**src/rtl/cascade_pkg.sv**
```systemverilog
// Shared constants for the cascade detector: anomaly codes, the reset-time
// pattern table and the layout of one history entry.
package cascade_pkg;

    localparam int NONE  = 0;
    localparam int SPIKE = 1;
    localparam int VOL   = 2;
    localparam int FLASH = 3;
    localparam int STUFF = 5;

    localparam int HE_CODE_W = 3;
    localparam int HE_AGE_W  = 8;

    typedef struct packed {
        logic [HE_CODE_W-1:0] code;
        logic [HE_AGE_W-1:0]  age;
        logic                 live;
    } hist_entry_t;

    localparam int DEF_NUM_PAT = 4;
    localparam int DEF_TRIGGER = FLASH;

    function automatic logic def_en(input int p);
        return (p < DEF_NUM_PAT);
    endfunction

    function automatic logic [7:0] def_mask(input int p);
        case (p)
            0:       return 8'(1 << VOL);
            1:       return 8'(1 << SPIKE);
            2:       return 8'(1 << STUFF);
            3:       return 8'((1 << SPIKE) | (1 << VOL) | (1 << STUFF));
            default: return 8'd0;
        endcase
    endfunction

    function automatic int def_min(input int p);
        case (p)
            0, 1, 2: return 1;
            3:       return 2;
            default: return 0;
        endcase
    endfunction

endpackage

```
**src/rtl/cascade_hist_slot.sv**
```systemverilog
// One history entry: code, saturating age and live bit, with shift-load and flush.
module cascade_hist_slot
    import cascade_pkg::*;
#(
    parameter int WINDOW = 64
) (
    input  logic                 clk,
    input  logic                 rst_n,
    input  logic                 i_flush,
    input  logic                 i_load,
    input  logic [HE_CODE_W-1:0] i_code,
    input  logic [HE_AGE_W-1:0]  i_age,
    input  logic                 i_live,
    output logic                 o_live,
    output logic [HE_CODE_W-1:0] o_aged_code,
    output logic [HE_AGE_W-1:0]  o_aged_age,
    output logic                 o_aged_live
);

    localparam logic [HE_AGE_W-1:0] WIN = HE_AGE_W'(WINDOW);

    hist_entry_t r_entry;
    hist_entry_t w_aged;

    // The aged view is what this entry looks like once the current cycle's
    // ageing is applied; matching and shifting both use it.
    always_comb begin
        w_aged = r_entry;
        if (r_entry.live) begin
            w_aged.age  = (r_entry.age >= WIN) ? WIN : r_entry.age + HE_AGE_W'(1);
            w_aged.live = (w_aged.age < WIN);
        end
    end

    always_ff @(posedge clk or negedge rst_n) begin
        if (!rst_n) begin
            r_entry <= '0;
        end else if (i_flush) begin
            r_entry.age  <= '0;
            r_entry.live <= 1'b0;
        end else if (i_load) begin
            r_entry.code <= i_code;
            r_entry.age  <= i_age;
            r_entry.live <= i_live;
        end else begin
            r_entry <= w_aged;
        end
    end

    assign o_live      = r_entry.live;
    assign o_aged_code = w_aged.code;
    assign o_aged_age  = w_aged.age;
    assign o_aged_live = w_aged.live;

endmodule

```
**src/rtl/cascade_engine.sv**
```systemverilog
// Multi-source cascade detector: arbitrates anomaly events, keeps an ageing
// history and raises a held alert plus a breaker override on a pattern match.
module cascade_engine
    import cascade_pkg::*;
#(
    parameter int NUM_SRC    = 2,
    parameter int CODE_W     = 3,
    parameter int HIST_DEPTH = 4,
    parameter int WINDOW     = 64,
    parameter int HOLD       = 32,
    parameter int NUM_PAT    = 4,
    parameter int CONF_SHIFT = 1
) (
    input  logic                              clk,
    input  logic                              rst_n,
    input  logic                              flush,
    input  logic [NUM_SRC-1:0]                src_valid,
    input  logic [NUM_SRC*CODE_W-1:0]         src_code,
    input  logic [NUM_SRC*8-1:0]              src_conf,
    input  logic                              cfg_we,
    input  logic [$clog2(NUM_PAT)-1:0]        cfg_idx,
    input  logic                              cfg_en,
    input  logic [CODE_W-1:0]                 cfg_trigger,
    input  logic [2**CODE_W-1:0]              cfg_pre_mask,
    input  logic [$clog2(HIST_DEPTH+1)-1:0]   cfg_min_pre,
    output logic                              cascade_alert,
    output logic [$clog2(NUM_PAT)-1:0]        cascade_type,
    output logic                              cascade_cb_load,
    output logic [7:0]                        cascade_cb_param,
    output logic [7:0]                        drop_cnt,
    output logic [$clog2(HIST_DEPTH+1)-1:0]   hist_occ
);

    localparam int IDX_W  = $clog2(NUM_PAT);
    localparam int CNT_W  = $clog2(HIST_DEPTH+1);
    localparam int MASK_W = 2**CODE_W;
    localparam int HOLD_W = (HOLD > 1) ? $clog2(HOLD) : 1;
    localparam int SH_W   = 8 + CONF_SHIFT;

    logic               w_sel_valid;
    logic [CODE_W-1:0]  w_sel_code;
    logic [7:0]         w_sel_conf;
    logic [7:0]         w_num_drop;
    logic               w_evt;

    always_comb begin
        w_sel_valid = 1'b0;
        w_sel_code  = '0;
        w_sel_conf  = '0;
        w_num_drop  = '0;
        for (int i = 0; i < NUM_SRC; i++) begin
            if (src_valid[i] && (src_code[i*CODE_W +: CODE_W] != '0)) begin
                if (w_sel_valid) begin
                    w_num_drop = w_num_drop + 8'd1;
                end else begin
                    w_sel_valid = 1'b1;
                    w_sel_code  = src_code[i*CODE_W +: CODE_W];
                    w_sel_conf  = src_conf[i*8 +: 8];
                end
            end
        end
    end

    // A flush swallows the whole cycle's traffic, including drops.
    assign w_evt = w_sel_valid && !flush;

    logic [HIST_DEPTH-1:0] w_live_q;
    logic [HIST_DEPTH-1:0] w_aged_live;
    logic [HIST_DEPTH-1:0] w_in_live;
    logic [CODE_W-1:0]     w_aged_code [HIST_DEPTH];
    logic [HE_AGE_W-1:0]   w_aged_age  [HIST_DEPTH];
    logic [CODE_W-1:0]     w_in_code   [HIST_DEPTH];
    logic [HE_AGE_W-1:0]   w_in_age    [HIST_DEPTH];

    for (genvar k = 0; k < HIST_DEPTH; k++) begin : g_hist
        if (k == 0) begin : g_head
            assign w_in_code[k] = w_sel_code;
            assign w_in_age[k]  = '0;
            assign w_in_live[k] = 1'b1;
        end else begin : g_tail
            assign w_in_code[k] = w_aged_code[k-1];
            assign w_in_age[k]  = w_aged_age[k-1];
            assign w_in_live[k] = w_aged_live[k-1];
        end

        cascade_hist_slot #(.WINDOW(WINDOW)) u_slot (
            .clk         (clk),
            .rst_n       (rst_n),
            .i_flush     (flush),
            .i_load      (w_evt),
            .i_code      (w_in_code[k]),
            .i_age       (w_in_age[k]),
            .i_live      (w_in_live[k]),
            .o_live      (w_live_q[k]),
            .o_aged_code (w_aged_code[k]),
            .o_aged_age  (w_aged_age[k]),
            .o_aged_live (w_aged_live[k])
        );
    end

    logic              r_pat_en   [NUM_PAT];
    logic [CODE_W-1:0] r_pat_trig [NUM_PAT];
    logic [MASK_W-1:0] r_pat_mask [NUM_PAT];
    logic [CNT_W-1:0]  r_pat_min  [NUM_PAT];

    always_ff @(posedge clk or negedge rst_n) begin
        if (!rst_n) begin
            for (int p = 0; p < NUM_PAT; p++) begin
                r_pat_en[p]   <= def_en(p);
                r_pat_trig[p] <= CODE_W'(DEF_TRIGGER);
                r_pat_mask[p] <= MASK_W'(def_mask(p));
                r_pat_min[p]  <= CNT_W'(def_min(p));
            end
        end else if (cfg_we) begin
            r_pat_en[cfg_idx]   <= cfg_en;
            r_pat_trig[cfg_idx] <= cfg_trigger;
            r_pat_mask[cfg_idx] <= cfg_pre_mask;
            r_pat_min[cfg_idx]  <= cfg_min_pre;
        end
    end

    logic             w_fire;
    logic [IDX_W-1:0] w_fire_idx;

    // Later patterns overwrite earlier hits, so the highest index wins.
    always_comb begin
        logic [CNT_W-1:0] v_cnt;
        w_fire     = 1'b0;
        w_fire_idx = '0;
        v_cnt      = '0;
        for (int p = 0; p < NUM_PAT; p++) begin
            v_cnt = '0;
            for (int k = 0; k < HIST_DEPTH; k++) begin
                if (w_aged_live[k] && r_pat_mask[p][w_aged_code[k]])
                    v_cnt = v_cnt + CNT_W'(1);
            end
            if (w_evt && r_pat_en[p] && (r_pat_trig[p] == w_sel_code) &&
                (r_pat_min[p] != '0) && (v_cnt >= r_pat_min[p])) begin
                w_fire     = 1'b1;
                w_fire_idx = IDX_W'(p);
            end
        end
    end

    logic [SH_W-1:0] w_shifted;
    logic [7:0]      w_param;
    logic [8:0]      w_drop_sum;

    assign w_shifted  = SH_W'(w_sel_conf) << CONF_SHIFT;
    assign w_param    = (|w_shifted[SH_W-1:8]) ? 8'hFF : w_shifted[7:0];
    assign w_drop_sum = {1'b0, drop_cnt} + {1'b0, (flush ? 8'd0 : w_num_drop)};

    logic              r_alert;
    logic [IDX_W-1:0]  r_type;
    logic              r_cb_load;
    logic [7:0]        r_cb_param;
    logic [7:0]        r_drop;
    logic [HOLD_W-1:0] r_hold;

    always_ff @(posedge clk or negedge rst_n) begin
        if (!rst_n) begin
            r_alert    <= 1'b0;
            r_type     <= '0;
            r_cb_load  <= 1'b0;
            r_cb_param <= '0;
            r_drop     <= '0;
            r_hold     <= '0;
        end else begin
            r_cb_load <= w_fire;
            r_drop    <= w_drop_sum[8] ? 8'hFF : w_drop_sum[7:0];
            if (w_fire) begin
                r_alert    <= 1'b1;
                r_type     <= w_fire_idx;
                r_cb_param <= w_param;
                r_hold     <= HOLD_W'(HOLD - 1);
            end else if (r_alert) begin
                if (r_hold == '0) r_alert <= 1'b0;
                else              r_hold  <= r_hold - HOLD_W'(1);
            end
        end
    end

    logic [CNT_W-1:0] w_occ;

    always_comb begin
        w_occ = '0;
        for (int k = 0; k < HIST_DEPTH; k++) w_occ = w_occ + CNT_W'(w_live_q[k]);
    end

    assign cascade_alert    = r_alert;
    assign cascade_type     = r_type;
    assign cascade_cb_load  = r_cb_load;
    assign cascade_cb_param = r_cb_param;
    assign drop_cnt         = r_drop;
    assign hist_occ         = w_occ;

endmodule

```
**config.mk**
```make
export PLATFORM = sky130hd
export DESIGN_NAME = cascade_engine
export DESIGN_NICKNAME = d
export VERILOG_FILES = /design/src/rtl/cascade_pkg.sv /design/src/rtl/cascade_hist_slot.sv /design/src/rtl/cascade_engine.sv
export SDC_FILE = /design/constraint.sdc
export NUM_CORES = 1
export LEC_CHECK = 0
export ABC_AREA = 1
export CAP_MARGIN = 20
export CORE_MARGIN = 3
export CORE_UTILIZATION = 27
export CTS_CLUSTER_SIZE = 30
export DETAILED_ROUTE_END_ITERATION = 10
export HOLD_SLACK_MARGIN = 0.06
export PLACE_DENSITY = 0.52
export SYNTH_ARGS = -nofsm -noshare
export SYNTH_HDL_FRONTEND = slang
export SYNTH_SLANG_ARGS = --single-unit
export TNS_END_PERCENT = 5
```
**constraint.sdc**
```tcl
create_clock -name clk -period 9.5 [get_ports clk]
set_input_delay 0.95 -clock clk [delete_from_list [all_inputs] [get_ports clk]]
set_output_delay 0.95 -clock clk [all_outputs]
set_load 0.01 [all_outputs]
```
==> impl_metrics.py <==
metrics = {
    "floorplanning": {
        "start_util_pct": 27.5,
        "die-width_um": 181,
        "core_um2": 29900,
        "rows": 63,
        "die-area_um2": 32600,
        "die_h_um": 181,
        "ioPinCount": 68,
    },
    "worst_setup_path": {
        "worst-path-max-fanout": 26,
        "start_kind": "flip-flop",
        "crit_type": "flip-flop to flip-flop",
        "cp_cell_sequence": "clkinv_1, o21ai_0, o211ai_1, nand3_1, inv_1, ha_1, nand4_1, nand2_1, inv_1, ha_1, nand2_1, xnor2_1, ha_1, a21oi_1, nand3_1, nand4_1, nor2_1, nand3_1, nand2_2, nor2_8, nand3_1",
        "slowest_delay_ns": 0.52,
        "cp.required_ns": 9.80,
        "rr_startpoint": "g_hist[0].u_slot.o_aged_code[0]",
        "arrival_ns": 4.32,
        "worst-path-buf-inv": 3,
        "cp_common_cell": "nand3_1",
        "reg2reg_slack_ns": 5.47,
        "crit_family": "simple AND/OR/NAND/NOR gates",
        "crit_path_top_delay_cell": "clkinv_1",
        "critPathCaptureType": "flip-flop",
        "crit_start": "g_hist[0].u_slot.o_aged_code[0]",
    },
    "layout": {
        "syn_to_final_growth_pct": 20.2,
        "diodes": 0,
        "layout.nets": 1234,
        "drive_gt1_share_pct": 8.32,
        "final_area_um2": 9890,
    },
    "synth": {
        "synth-warning-count": 0,
        "synth.area.top_cells": "dfrtp_1 (34%), nand2_1 (11%), o21ai_0 (9.9%)",
        "synth_cell_types": 40,
        "avgSynthCellArea_um2": 7.49,
        "yosysTopAreaCellShare_pct": 33.8,
        "ys_seq_area_share_pct": 40.8,
        "synth_edf_count": 0,
        "synthArstFlopShare_pct": 100,
        "synthCells": 1098,
        "synthTopCellsByCount": "nand2_1 (242), o21ai_0 (162), inv_1 (138), dfrtp_1 (111), nor2_1 (86)",
        "netlist_area_um2": 8230,
        "ys_ff_latch": 133,
        "yosysMostFrequentCell": "nand2_1",
        "synth-main-ff-cell": "dfrtp_1",
        "synth_top_area_cell": "dfrtp_1",
        "synth_nets": 1179,
    },
    "global_routing": {
        "grt_pass1_wl_um": 37300,
        "grt_pass1_vias": 7171,
        "grt.total_usage_pct": 14.1,
        "antenna_found_initial": 0,
        "grt-ovfl-total": 0,
        "grt_max_degree": 78,
    },
    "timing": {
        "fin_crit_sh_pct": 42.4,
        "worstMarginPinSlew_ns": 0.698,
        "period_needed_ns": 4.03,
        "slew_viol_final": 0,
        "final-setup-viol-count": 0,
        "fin_tns_setup_ns": 0,
        "fin_worst_skew_ns": 0.00847,
        "relSlewSlack_pct": 53.4,
        "fmaxAchievable_mhz": 248,
        "grt_setup_unrepaired": "no",
        "hold_viol_final": 0,
    },
    "clocking": {
        "cts.path.max_buffers": 2,
        "cts_resized": 0,
        "cts_tree": "done",
        "cts_hold_buffers": 0,
        "clk_pin_slew_ns": 0.06,
        "cts_buffers": 17,
        "cts_num_sinks": 133,
        "cts_root_buffer": "clkbuf_16",
        "cts_setup_buffers": 0,
        "clock_latency_ns": 0.43,
        "ctsHtreeMaxLevel": 4,
    },
    "power_and_ir_drop": {
        "p_leak_nw": 4.56,
        "p_per_area_nw_per_um2": 199,
        "power_w": 0.00197,
        "irDropWorstVdd_v": 0.0000913,
    },
    "detailed_routing": {
        "routed_wirelength_um": 22700,
        "final_antenna_net_count": 0,
        "wl_per_cell_um": 14.6,
        "vias": 7396,
        "vias_per_cell": 4.75,
        "drt-initial-drc-count": 475,
        "drcViolationCount": 0,
        "dr.pass1.iters": 5,
    },
    "placement": {
        "place_congestion": 0.919,
        "hpwl_um": 16900,
        "port_buffers": 67,
        "place_area_um2": 9260,
    },
    "worst_hold_path": {
        "hold_class": "primary input to async pin",
    },
    "flow_run": {
        "cap_violations": 0,
    },
    "run_status": {
        "status": "finished clean",
    },
}
[state kept, by name, indices dropped and copies added, names as in the netlist]
signal / count
g_hist.u_slot.o_live: 4
r_pat_mask: 32
drop_cnt: 8
cascade_alert: 1
cascade_cb_load: 1
cascade_type: 2
r_pat_en: 4
r_pat_min: 12
g_hist.u_slot.o_aged_code: 12
g_hist.u_slot.r_entry: 32
cascade_cb_param: 8
r_pat_trig: 12
r_hold: 5
[final cells by class]
cell class | instances | area, um2
tap | 390 | 488
fill | 3107 | 20000
inverter | 144 | 543
multi-input combinational | 783 | 4170
clock buffer | 19 | 443
timing repair buffer | 74 | 767
sequential | 133 | 3360
clock inverter | 13 | 125
[placed cells by master (no fill, tap or decap), drive strengths merged, types with 2 or more instances in the layout]
cell type      instances
a21boi                 5
o211ai                26
nor2                  91
a22oi                  4
clkdlybuf4s50         66
o21a                   2
ha                    35
clkinvlp               5
o22ai                 15
clkinv                 6
nor3                  10
a21oi                 48
dfrtp                111
o21bai                 2
xor2                   6
or2                    5
o221ai                 4
dfstp                 22
and2                   2
nand2                259
o21ai                162
nand3b                 3
nand4                 14
inv                  145
clkbuf                19
xnor2                  5
buf                    8
nand3                 81
[stage by stage]
step,hold slack [ns],utilization (%),setup slack (ns),std cells
2_1_floorplan,0.453,-,6.02,1098
3_3_place_gp,0.465,30.9,5.53,1519
3_5_place_dp,0.467,31.0,5.51,1520
4_1_cts,0.490,32.9,5.47,1552
5_1_grt,0.506,33.1,4.98,1556
6_report,0.482,33.1,5.47,1556
[routing by layer]
layer  up-vias  track usage [%]  routed length, um
li1       3754                -                  -
met1      3465             19.2              10900
met2       149             22.7              10500
met3        28             2.85                888
met4         0             4.24                453
met5         -                0                  0
[path summary, 6_finish.rpt]
kind,endpoint,cells after the start
max,r_hold[0],21
max in group asynchronous,r_pat_en[2],3
max reg2reg,r_hold[0],21
min in group clk,cascade_type[0],2
min,g_hist[2].u_slot.r_entry[6],1
min reg2reg,cascade_type[0],2
[cell families after synthesis]
family	count (synthesis)	share of synthesized area [%]
compound gates	271	18.2
xor+xnor	11	1.17
fa+ha+maj	36	5.57
buf+inv	182	8.58
flops	133	40.8
simple gates	465	25.7
[power breakdown]
group          total, W  switching (W)  internal (W)
Sequential     0.000795       0.000118      0.000677
Clock          0.000641       0.000271      0.000370
Combinational  0.000531       0.000303      0.000228
(Power assumes the default switching activity.)
